**config.mk**
```make
export PLATFORM = sky130hd
export DESIGN_NAME = video_palframe
export DESIGN_NICKNAME = d
export VERILOG_FILES = /design/src/rtl/video_palframe.sv
export SDC_FILE = /design/constraint.sdc
export NUM_CORES = 1
export LEC_CHECK = 0
export BUFFER_PORTS_ARGS = -buffer_cell sky130_fd_sc_hd__buf_2
export CAP_MARGIN = 10
export CORE_UTILIZATION = 54
export DETAILED_ROUTE_END_ITERATION = 8
export HOLD_SLACK_MARGIN = 0.06
export PLACE_DENSITY = 0.74
export SLEW_MARGIN = 0
export SYNTH_ARGS = -nofsm -noshare
export SYNTH_HDL_FRONTEND = slang
export SYNTH_SLANG_ARGS = --single-unit
```
**constraint.sdc**
```tcl
create_clock -name clk -period 1.77 [get_ports clk]
set_input_delay 0.354 -clock clk [delete_from_list [all_inputs] [get_ports clk]]
set_output_delay 0.354 -clock clk [all_outputs]
set_load 0.02 [all_outputs]
```
**src/rtl/video_palframe.sv**
```systemverilog
// ---------------------------------------------------------------------------
// video_palframe
//
// Final colour stage of the video path. Each pixel slot picks either the
// renderer's pixel index or the border index, applies blanking, and maps the
// 4-bit {I,G,R,B} index to a PAL_W-bit {G1,G0,R1,R0,B1,B0} colour. The mapping
// is either the fixed Pentagon mapping or a 16-entry ATM palette.
//
// The palette is written by the CPU port logic over a 4-phase req/ack
// handshake. Writes are committed only on a clk where blanking is active, so
// the visible picture never shows a half-updated palette.
//
// Ports:
//   clk             28 MHz system clock
//   rst_n           asynchronous active-low reset
//   pix_stb         pixel strobe; both pipeline stages advance only on it
//   pixels          pixel colour index from the renderer {I,G,R,B}
//   border          border colour index {I,G,R,B}
//   hpix, vpix      horizontal / vertical active-picture windows
//   hblank, vblank  horizontal / vertical blanking
//   mode_atm_n_pent 1 = palette lookup, 0 = fixed Pentagon mapping
//   pal_req         palette write request (level)
//   pal_addr        palette entry to write, stable while pal_req=1
//   pal_data        palette entry value, stable while pal_req=1
//   pal_ack         write committed; held until pal_req falls
//   color           final pixel colour to the DAC/scaler
// ---------------------------------------------------------------------------
module video_palframe #(
    parameter int PAL_W = 6
) (
    input  logic             clk,
    input  logic             rst_n,
    input  logic             pix_stb,
    input  logic [3:0]       pixels,
    input  logic [3:0]       border,
    input  logic             hpix,
    input  logic             vpix,
    input  logic             hblank,
    input  logic             vblank,
    input  logic             mode_atm_n_pent,
    input  logic             pal_req,
    input  logic [3:0]       pal_addr,
    input  logic [PAL_W-1:0] pal_data,
    output logic             pal_ack,
    output logic [PAL_W-1:0] color
);

    typedef enum logic [1:0] {
        IDLE = 2'd0,
        WAIT = 2'd1,
        ACK  = 2'd2
    } pal_state_t;

    pal_state_t       state;
    logic [PAL_W-1:0] pal [16];
    logic [3:0]       idx1;
    logic             blk1;
    logic             blank_now;

    // Pentagon mapping: each channel bit c becomes {c, c & I}, so the
    // intensity bit only brightens channels that are already on.
    function automatic logic [PAL_W-1:0] pent_color(input logic [3:0] i);
        return PAL_W'({i[2], i[2] & i[3],
                       i[1], i[1] & i[3],
                       i[0], i[0] & i[3]});
    endfunction

    assign blank_now = hblank | vblank;

    // Stage 1: choose picture or border index and capture blanking.
    // Reset leaves the stage blanked so the first strobe after reset
    // still produces black.
    always_ff @(posedge clk or negedge rst_n) begin
        if (!rst_n) begin
            idx1 <= 4'd0;
            blk1 <= 1'b1;
        end else if (pix_stb) begin
            idx1 <= (hpix & vpix) ? pixels : border;
            blk1 <= blank_now;
        end
    end

    // Stage 2: colour lookup. The mode is used as it stands at this strobe.
    // The palette read uses the register value before any commit landing
    // on the same clk, which falls out of the non-blocking palette update.
    always_ff @(posedge clk or negedge rst_n) begin
        if (!rst_n) begin
            color <= '0;
        end else if (pix_stb) begin
            if (blk1) begin
                color <= '0;
            end else if (mode_atm_n_pent) begin
                color <= pal[idx1];
            end else begin
                color <= pent_color(idx1);
            end
        end
    end

    // Palette write handshake. A request waits in WAIT until a blanking clk,
    // commits exactly once, then holds ack until the requester drops req.
    // Dropping req before the commit abandons the write. The commit is
    // independent of pix_stb, so it lands on the first blanking clk.
    always_ff @(posedge clk or negedge rst_n) begin
        if (!rst_n) begin
            state   <= IDLE;
            pal_ack <= 1'b0;
            for (int i = 0; i < 16; i++) begin
                pal[i] <= pent_color(4'(i));
            end
        end else begin
            case (state)
                IDLE: begin
                    pal_ack <= 1'b0;
                    if (pal_req) begin
                        state <= WAIT;
                    end
                end
                WAIT: begin
                    if (!pal_req) begin
                        state <= IDLE;
                    end else if (blank_now) begin
                        pal[pal_addr] <= pal_data;
                        pal_ack       <= 1'b1;
                        state         <= ACK;
                    end
                end
                ACK: begin
                    if (!pal_req) begin
                        pal_ack <= 1'b0;
                        state   <= IDLE;
                    end
                end
                default: begin
                    pal_ack <= 1'b0;
                    state   <= IDLE;
                end
            endcase
        end
    end

endmodule

```
==> metrics.txt <==
CP Max Fanout 6; Port Buffers 33; violated checks setup timing; Antenna Cells 0; clk slew on worst S/H paths 0.10 ns; CP Cell Sequence nand2b_4, or4_4, nor3b_4, buf_6, mux2_4; max-slew violation count 0; worst slack at placement -0.2367 ns; Worst path max stage delay 0.58 ns; grt total ovfl 0; cts bufs inserted 9; worst rel slew slack 64.08%; CP startpoint kind register; FF+latch area 2800 sq um; period utilisation layout 108.1%; first-pass GRT wire length 18340 microns; routability cong. 0.8972; initial DRC count 165; commonest cells after routing, fill and taps aside dfrtp_1 (72), mux2_2 (70), dfstp_2 (37); Final Non-Filler Cells 554; P_leak 2.902 nW; syn nets 383; CP required 2.04 ns; Worst Setup Slack, final -0.1432 ns; Layout area overhead 22.17%; status finished with violations; Buf+Inv Stages, Crit Path 1; register area share after synthesis 54.31%; family with the most delay on the worst path simple AND/OR/NAND/NOR gates; Hold Fails Final Rpt 0; Placement Cell Area 5727 sq um; Gate Count Post-Synth 356; final core utilization 68.14%; Vias/cell 5.870; Max Cap Viol 0; Clock Sinks 110; Clock Latency Late Sink 0.38 ns; Pwr Density 913.5 nW/um^2; area of the multi-input gates 2497 sq um; Ports 34; H-tree Lvls 3; clock root buffer master clkbuf_8; drt drc 0; share of cells above drive strength 1 64.24%; Yosys top cell by area dfrtp_1; Min Hold Slack 0.2776 ns; WP data arrival 2.19 ns; post-DR wirelength/cell 20.95 microns; fmax 522.7 MHz; syn_area_per_cell 14.48 sq um; Synth area leaders dfrtp_1 (35%), mux2_2 (21%), dfstp_2 (19%), mux4_2 (9.6%), mux2i_1 (2.1%); final setup skew 0.01164 ns; CP max stage cell or4_4; initial antenna violation count 0; number of synthesized flops with an enable pin 0; Total GRT Usage 25.12%; Power, Total 5.751 mW; Fill cells 620; Setup Viol. Count Final 24; Synth Register Bits 110; pin count of the biggest net entering global routing 42; Initial DRT Pass Iterations 4; warnings from Yosys 0; Post-synth ARST share 100.0%; vias in the first global route 3358; commonest non-fill, non-tap cell in the layout dfrtp_1; CTS tree yes; final cell area excluding filler cells 6296 sq um; die area 9938 sq um; starting density of the core 55.78%; Synth Cell Area 5154 sq um; Bufs on Longest Clock Path 2; share of the synthesized area in the top cell type 35.45%; maximum VDD drop 0.4176 mV; classification of the worst setup path reg2reg; hold crit path type in2reg; fin nets 447; Total Routed Length 11610 microns; Core Area 9240 sq um; unrepaired setup endpoints after global routing true; Synth Flop Type dfrtp_1; cell row count 35; Die X 99.69 microns; Final ANT Viol Nets 0; Least-Margin Pin Slew 0.5377 ns; DP Cell Count 526; Final Critical Period 1.913 ns; Die Ht 99.69 microns; Cell variety after synth 43; DR vias 3252; post-DP HPWL 7815 microns; setup TNS -2.722 ns; setup slack, reg-to-reg -0.14 ns; Worst setup EP type register
-- where the power goes --
group	internal (mW)	switching [mW]
sequential	2.95	0.214
clock	0.587	0.826
combinational	0.702	0.469
-- state kept, by name, indices dropped and copies added (netlist names) --
register and cells:
blk1 1, idx1 4, color 6, pal 96, pal_ack 1, state 2
-- cells in the mapped netlist, types with 2 or more instances --
| master | number |
|---|---|
| nand2_1 | 18 |
| mux2_2 | 98 |
| buf_2 | 5 |
| buf_1 | 2 |
| o221ai_1 | 4 |
| nor4_1 | 4 |
| o2111ai_1 | 2 |
| dfstp_2 | 37 |
| and2b_1 | 2 |
| mux2i_1 | 11 |
| or2_2 | 2 |
| mux4_2 | 22 |
| nor2b_1 | 5 |
| and2_1 | 2 |
| nor3b_4 | 2 |
| a21oi_1 | 9 |
| dfrtp_1 | 73 |
| clkbuf_1 | 15 |
| nand2b_1 | 3 |
| inv_1 | 6 |
| nor2_1 | 12 |
-- cell families (layout without fill, tap and decap cells) --
family | Yosys count | count (layout) | share of synthesized area (%)
and+or+nand+nor | 61 | 61 | 6.943
AOI/OAI and AO/OA | 26 | 26 | 3.423
DFF | 110 | 110 | 54.31
muxes | 131 | 131 | 33.16
buffers and inverters | 28 | 97 | 2.161
-- worst register-to-register path, cell delays in order, from the launching register on --
cell and delay [ns]:
dfrtp_1 0.40, nand2b_4 0.14, or4_4 0.58, nor3b_4 0.21, buf_6 0.17, mux2_4 0.30
-- worst paths after layout --
kind,start,depth (start not counted),endpoint
max,state[1],5,pal[15]
min,pixels[3],3,idx1[3]
max reg2reg,state[1],5,pal[15]
min reg2reg,pal[79],1,pal[79]
max in group asynchronous,rst_n,3,pal[73]
min in group asynchronous,rst_n,2,pal[6]
-- per-layer routing --
layer | global-route usage (%) | share of wire (%) | vias up
met3 | 4.919 | 4.2 | 28
met1 | 33.75 | 44 | 1702
met4 | 11.09 | 3.3 | 0
met5 | 0 | 0 | -
li1 | - | - | 1435
met2 | 40.00 | 48 | 87
-- layout make-up --
| class | count | share of cell area [%] |
|---|---|---|
| clock buffers | 13 | 2.524 |
| clock inverters | 3 | 0.2981 |
| inverters | 6 | 0.3577 |
| multi-input cells | 218 | 39.67 |
| flip-flops and latches | 110 | 44.48 |
| well taps | 129 | 2.564 |
| repair buffers | 75 | 10.12 |
-- what timing repair did --
action | in CTS | in global routing
setup buffers | 7 | 5
endpoints found under the hold margin | 19 | 0
pin swaps | 8 | 5
gates cloned | 1 | 0
resized for setup | 51 | 14
hold buffers | 1 | 0
setup endpoints to repair | 99 | 78
No activity file was read; power rests on OpenSTA's default activity.
